==> config.mk <==
export PLATFORM = sky130hd
export DESIGN_NAME = seq_pattern_gen
export DESIGN_NICKNAME = d
export VERILOG_FILES = /design/src/rtl/seq_pattern_gen.sv
export SDC_FILE = /design/constraint.sdc
export NUM_CORES = 1
export LEC_CHECK = 0
export ABC_AREA = 1
export BUFFER_PORTS_ARGS = -buffer_cell sky130_fd_sc_hd__buf_4
export CAP_MARGIN = 15
export CORE_MARGIN = 2
export CORE_UTILIZATION = 51
export CTS_CLUSTER_SIZE = 30
export DETAILED_ROUTE_END_ITERATION = 16
export GPL_TIMING_DRIVEN = 1
export PLACE_DENSITY_LB_ADDON = 0.05
export SLEW_MARGIN = 20
export SYNTH_ARGS = -nofsm -noshare
export SYNTH_HDL_FRONTEND = slang
export SYNTH_SLANG_ARGS = --single-unit
==> constraint.sdc <==
create_clock -name clk -period 1.54 [get_ports clk]
set_input_delay 0.385 -clock clk [delete_from_list [all_inputs] [get_ports clk]]
set_output_delay 0.385 -clock clk [all_outputs]
set_load 0.05 [all_outputs]
==> src/rtl/seq_pattern_gen.sv <==
// Serial pattern generator: shifts a latched pattern out MSB first, a set number
// of times (or until stopped), with optional idle-zero gaps between repetitions.
module seq_pattern_gen #(
  parameter int unsigned PAT_W = 4,
  parameter int unsigned CNT_W = 4
) (
  input  logic             clk,
  input  logic             rst,
  input  logic             start,
  input  logic             stop,
  input  logic [PAT_W-1:0] pattern,
  input  logic [CNT_W-1:0] reps,
  input  logic [CNT_W-1:0] gap,
  output logic             a,
  output logic             a_vld,
  output logic             busy,
  output logic             done
);

  localparam int unsigned IDX_W = (PAT_W > 1) ? $clog2(PAT_W) : 1;
  localparam logic [IDX_W-1:0] MSB_IDX = IDX_W'(PAT_W - 1);

  typedef enum logic [1:0] {
    S_IDLE = 2'd0,
    S_SEND = 2'd1,
    S_GAP  = 2'd2,
    S_DONE = 2'd3
  } state_e;

  state_e             state_q, state_d;
  logic [PAT_W-1:0]   pat_q, pat_d;
  logic [CNT_W-1:0]   reps_q, reps_d;
  logic [CNT_W-1:0]   gap_q, gap_d;
  logic [CNT_W-1:0]   rep_cnt_q, rep_cnt_d;
  logic [CNT_W-1:0]   gap_cnt_q, gap_cnt_d;
  logic [IDX_W-1:0]   bit_q, bit_d;
  logic               a_q, a_d;
  logic               a_vld_q, a_vld_d;
  logic               busy_q, busy_d;
  logic               done_q, done_d;

  logic [IDX_W-1:0]   bit_dec;
  logic [CNT_W-1:0]   rep_nxt;
  logic               last_rep;

  assign bit_dec = bit_q - IDX_W'(1);
  assign rep_nxt = rep_cnt_q + CNT_W'(1);
  // reps==0 means continuous: the wrapping counter must never end the run
  assign last_rep = (reps_q != '0) && (rep_nxt == reps_q);

  // Next state and next registered outputs
  always_comb begin
    state_d   = state_q;
    pat_d     = pat_q;
    reps_d    = reps_q;
    gap_d     = gap_q;
    rep_cnt_d = rep_cnt_q;
    gap_cnt_d = gap_cnt_q;
    bit_d     = bit_q;
    a_d       = 1'b0;
    a_vld_d   = 1'b0;
    busy_d    = 1'b0;
    done_d    = 1'b0;

    unique case (state_q)
      S_IDLE: begin
        if (start && !stop) begin
          pat_d     = pattern;
          reps_d    = reps;
          gap_d     = gap;
          rep_cnt_d = '0;
          gap_cnt_d = '0;
          bit_d     = MSB_IDX;
          state_d   = S_SEND;
          a_d       = pattern[PAT_W-1];
          a_vld_d   = 1'b1;
          busy_d    = 1'b1;
        end
      end

      S_SEND: begin
        if (stop) begin
          state_d = S_IDLE;
        end else if (bit_q != '0) begin
          bit_d   = bit_dec;
          a_d     = pat_q[bit_dec];
          a_vld_d = 1'b1;
          busy_d  = 1'b1;
        end else begin
          rep_cnt_d = rep_nxt;
          if (last_rep) begin
            state_d = S_DONE;
            done_d  = 1'b1;
          end else if (gap_q != '0) begin
            state_d   = S_GAP;
            gap_cnt_d = gap_q;
            busy_d    = 1'b1;
          end else begin
            bit_d   = MSB_IDX;
            a_d     = pat_q[PAT_W-1];
            a_vld_d = 1'b1;
            busy_d  = 1'b1;
          end
        end
      end

      S_GAP: begin
        if (stop) begin
          state_d = S_IDLE;
        end else if (gap_cnt_q <= CNT_W'(1)) begin
          state_d   = S_SEND;
          gap_cnt_d = '0;
          bit_d     = MSB_IDX;
          a_d       = pat_q[PAT_W-1];
          a_vld_d   = 1'b1;
          busy_d    = 1'b1;
        end else begin
          gap_cnt_d = gap_cnt_q - CNT_W'(1);
          busy_d    = 1'b1;
        end
      end

      S_DONE: begin
        state_d = S_IDLE;
      end

      default: begin
        state_d = S_IDLE;
      end
    endcase
  end

  always_ff @(posedge clk or negedge rst) begin
    if (!rst) begin
      state_q   <= S_IDLE;
      pat_q     <= '0;
      reps_q    <= '0;
      gap_q     <= '0;
      rep_cnt_q <= '0;
      gap_cnt_q <= '0;
      bit_q     <= '0;
      a_q       <= 1'b0;
      a_vld_q   <= 1'b0;
      busy_q    <= 1'b0;
      done_q    <= 1'b0;
    end else begin
      state_q   <= state_d;
      pat_q     <= pat_d;
      reps_q    <= reps_d;
      gap_q     <= gap_d;
      rep_cnt_q <= rep_cnt_d;
      gap_cnt_q <= gap_cnt_d;
      bit_q     <= bit_d;
      a_q       <= a_d;
      a_vld_q   <= a_vld_d;
      busy_q    <= busy_d;
      done_q    <= done_d;
    end
  end

  assign a     = a_q;
  assign a_vld = a_vld_q;
  assign busy  = busy_q;
  assign done  = done_q;

endmodule

After elaboration in Yosys (flattened, before gate mapping)

Cells that the tools add are included.

Register bits after elaboration: 28
Output and inout port bits: 4
Input bits: 16
Word-level logic and storage cells: 100

Order comparisons: 2
Muxes and demuxes: 54
Add/sub/neg operators: 3
Reduce and logical (&&, ||, !) cells: 14
Equality and inequality tests: 16

Operator list:

| kind                                                                             | count |
|---|---|
| 4-bit two-way mux                                                                | 9 |
| 2-bit two-way mux                                                                | 14 |
| 1-bit two-way mux                                                                | 23 |
| 2-bit inequality test, second input constant                                     | 7 |
| 7-bit AND reduction                                                              | 2 |
| 3-bit inequality test, second input constant                                     | 4 |
| 4-bit one-hot mux with 3 select lines                                            | 1 |
| 1-bit one-hot mux with 3 select lines                                            | 3 |
| 2-bit one-hot mux with 4 select lines                                            | 1 |
| 4-bit one-hot mux with 2 select lines                                            | 1 |
| 4-bit AND reduction                                                              | 2 |
| 4-bit nonzero test                                                               | 2 |
| 2-bit one-hot mux with 3 select lines                                            | 1 |
| 4-bit by 1-bit adder with 4-bit output, second input constant                    | 1 |
| 2-bit == test, second input constant                                             | 2 |
| 4-bit == test                                                                    | 1 |
| 4-bit by 1-bit less-or-equal comparator with 1-bit output, second input constant | 1 |
| 4-bit inequality test, second input constant                                     | 1 |
| 2-bit nonzero test                                                               | 2 |
| 4-bit by 1-bit subtractor with 4-bit output, second input constant               | 1 |
| 2-bit by 3-bit < comparator with 1-bit output, second input constant             | 1 |
| 3-bit nonzero test                                                               | 1 |
| 1-bit binary-select mux with 2-bit select                                        | 1 |
| 2-bit by 1-bit == test with 1-bit output, second input constant                  | 1 |
| other kinds (5)                                                                  | 6 |

Logic depth before layout (Yosys ltp)

Depth after elaboration: 7
Mapped depth: 12
Depth with buffers taken out: 12

Worst setup path before layout

No wires, ideal clock.

Kind: flip-flop to flip-flop
Start point: register rep_cnt_q[0]
End point: register state_q[0]
Setup time: 0.117 ns
Stages on the path, launching flop included: 10
Setup slack: -0.074 ns
Data arrival time: 1.497 ns
Path buffers: 0
Data required time: 1.423 ns
Path through: dfrtp_1 > ha_1 > xnor2_1 > nand2_1 > nor2_2 > nand4_1 > nand3_2 > nand2_1 > nand2_1 > nand2_1

Word-level cells in the longest chain between the ends: 7
Elaborated cells between the ends (all ways): 9

Ends and longest elaborated chain:

| item                                       | line | text |
|---|---|---|
| from (decl)                                | 34   | `logic [CNT_W-1:0] rep_cnt_q, rep_cnt_d;` |
| from (signal assigned)                     | 151  | `rep_cnt_q <= rep_cnt_d;` |
| 4-bit by 1-bit adder with 4-bit output (*) | 47   | `assign rep_nxt = rep_cnt_q + CNT_W'(1);` |
| 4-bit == test (*)                          | 49   | `assign last_rep = (reps_q != '0) && (rep_nxt == reps_q);` |
| 1-bit logical AND (*)                      | 49   |  |
| 2-bit two-way mux                          | 91   | `if (last_rep) begin` |
| 2-bit two-way mux                          | 84   | `end else if (bit_q != '0) begin` |
| 2-bit two-way mux                          | 82   | `if (stop) begin` |
| 2-bit one-hot mux with 4 select lines      | 65   | `unique case (state_q)` |
| to (signal assigned)                       | 147  | `state_q <= state_d;` |
| to (decl)                                  | 30   | `state_e state_q, state_d;` |

Mark *: on every way between the ends. The rest lies on a longest branch, timed or not. The select of a mux whose other input is x is not followed.
A chain may end at the register's enable or synchronous reset.

Final worst setup path

Start point: register rep_cnt_q[0]
End point: register state_q[1]

The elaborated chain is that of the path after synthesis.

==> out/results.ini <==
[outcome]
status=complete, but fails checks
violations=setup timing

[power_and_ir_drop]
power_density_mw_per_mm2=1926
power_mw=4.056
vdd_drop_max_mv=0.9782
leakagePower_nw=1.047

[clock_network]
clk_pin_slew_ns=0.15
clk_latency_ns=0.32
htreeDepth=1
numCtsBuffers=3
cts_sinks=28
cts-root-buf=clkbuf_4
cts_tree=yes
cts_buffer_depth=2

[drt]
first_iter_violations=82
drc=0
ant_nets=0
wire_per_inst_um=12.36
drt_first_pass_iters=4
dr_total_vias=1496
wl_mm=3.708
post_drt_via_cell_ratio=4.987

[sta]
setup_tns_ns=-0.9293
max_freq_ghz=0.5894
max_slew.worst_pin.slew_ns=0.3468
finalCritPeriodShare_pct=110.2
rsz0062_at_grt=yes
hold_viol=0
clock_skew_ns=0.006690
fin_crit_ns=1.697
setup_violations=11
fin_ws_ns=-0.1567
slew_headroom_pct=76.64
slew_viol_final=0

[cells_and_area]
n_fill_cell=258
area_growth_pct=30.67
multi_input_comb_area_um2=868.3
antennaDiodeCount=0
finalNetCount=281
register_area_um2=701.9
drive_gt1_share_pct=29.69
utilization_pct=69.55

[setup_path]
cp-start-kind=flop
path_class=reg2reg
worst_ep_required_time_ns=1.77
endpoint_kind=flop
cp_max_fo=4
cp.arrival_ns=1.93

[hold_path]
min_path_type=in2reg

[logic_synthesis]
synthSimpleGateAreaFrac_pct=28.49
avgSynthCellArea_um2=7.602
netlist_area_mm2=0.001612
synth.ff_latch_count=28
synthFlopType=dfrtp_1
synthMuxAreaShare_pct=0
yosys.area.top_type=dfrtp_1
post_synth_fa_ha_maj_area_fraction_pct=6.211
synth_edf_count=0
async_reset_ff_share_pct=100.0
ys_warn_count=0
yosysUniqueCellTypes=24
synth_top_cell_area_share_pct=43.48
synth_compound_area_share_pct=12.11
syn_nets=236
synthesis.instances=212
seq_area_frac_synth_pct=43.48
synth_top_family_by_area=simple AND/OR/NAND/NOR gates
synth_xor_area_share_pct=1.630
ys_top_cells_by_area=dfrtp_1, nand2_1, inv_1, ha_1, o21ai_0

[flow_run]
cap_violations=0

[placed_design]
io_buffers=19
hpwl_mm=2.696
place.gp.congestion=0.8343

[floorplan]
start_util_pct=53.22
die_area_mm2=0.003625
die_h_um=60.21
die_x_um=60.21
rows=20
core_mm2=0.003028
pin_count=20

[global_route]
grt_use_total_pct=22.43
grt_max_degree=29
overflow=0
antenna_found_initial=0
grt_pass1_wl_mm=6.141
grt_pass1_vias=1490

[worst paths after layout]
| check | cells after the start | slack, ns | start | endpoint |
|---|---|---|---|---|
| min in group asynchronous | 2 | 0.49 | rst | reps_q[0] |
| min | 3 | 0.25 | reps[1] | reps_q[1] |
| min reg2reg | 2 | 0.49 | bit_q[1] | bit_q[1] |
| max in group asynchronous | 2 | 0.78 | rst | rep_cnt_q[0] |
| max reg2reg | 9 | -0.16 | rep_cnt_q[0] | state_q[1] |
| max | 9 | -0.16 | rep_cnt_q[0] | state_q[1] |
[logic make-up (layout without fill, tap and decap cells)]
group                      count (synthesis)  after routing
and+or+nand+nor                          106            106
AOI/OAI and AO/OA                         34             34
buffers and inverters                     33             77
DFF                                       28             28
adders and majority gates                  8              8
xor gates and xnor gates                   3              3
[layout make-up]
type,instances,area share [%]
timing repair buffer,43,15.63
inverter,30,5.466
sequential,28,33.33
multi-input combinational,151,41.24
clock buffer,4,1.723
tap,44,2.614
[routing by layer]
layer	wire length, um	track usage [%]
met3	81	2.814
met2	1930	41.15
met1	1639	26.18
met4	57	8.571
met5	0	0
[registers in the layout, indices dropped and copies added, names as in the netlist, 2 cells and up]
signal     cells
bit_q          2
gap_cnt_q      4
gap_q          4
pat_q          4
rep_cnt_q      4
reps_q         4
state_q        2
[critical path, stage by stage, from the launching register on]
cell and delay [ns]:
dfrtp_2 0.46, ha_4 0.28, xnor2_2 0.10, nand2_1 0.07, nor2_2 0.13, nand4_1 0.19
nand3_2 0.17, nand2_2 0.07, nand2_1 0.07, nand2_1 0.05
[what timing repair did]
item / in CTS / in global routing
hold endpoints to repair: 28 / 0
hold buffers: 1 / 0
setup endpoints to repair: 15 / 18
pin swaps: 2 / 10
setup buffers: 1 / 0
gates resized for setup: 11 / 17
[cell usage after synthesis (2+ instances only)]
| library cell | n |
|---|---|
| dfrtp_1 | 28 |
| nor3_1 | 2 |
| nor2_1 | 13 |
| nand2_1 | 67 |
| o22ai_1 | 6 |
| a21oi_1 | 5 |
| nand4_1 | 3 |
| nand3_2 | 3 |
| nand3_1 | 14 |
| a21oi_2 | 3 |
| xnor2_1 | 3 |
| buf_2 | 2 |
| o21ai_0 | 17 |
| inv_1 | 29 |
| ha_1 | 8 |
[metrics by stage]
stage	cell area [um^2]	cells	hold slack, ns	setup WS (ns)
after floorplan	1625	212	0.08941	0.02038
after global routing	2106	300	0.2369	-0.2097
after global placement	1971	294	0.3141	-0.03028
final	2106	300	0.2451	-0.1567
after detailed placement	1971	294	0.3252	-0.08752
after CTS	2048	300	0.2288	-0.1122
[report_power, final]
group	switching [mW]	internal (mW)
Clock	0.212	0.145
Combinational	1.38	1.11
Sequential	0.191	1.02
Total	1.79	2.27
[placed cells by master, fill, tap and decap left out, types with 2 or more instances in the layout]
| cell type | n |
|---|---|
| inv_1 | 26 |
| nor2_2 | 4 |
| nand3_1 | 14 |
| nand2_1 | 62 |
| o21ai_0 | 12 |
| nand3_2 | 3 |
| nor3_1 | 2 |
| o22ai_1 | 5 |
| xnor2_1 | 2 |
| a21oi_4 | 2 |
| nand4_1 | 3 |
| o21ai_1 | 5 |
| o21ai_2 | 2 |
| dfrtp_1 | 27 |
| buf_4 | 41 |
| nor2_1 | 9 |
| ha_4 | 2 |
| inv_2 | 3 |
| a21oi_1 | 5 |
| nand2_2 | 6 |
| clkbuf_4 | 3 |
| ha_1 | 5 |
(Power assumes the default switching activity.)
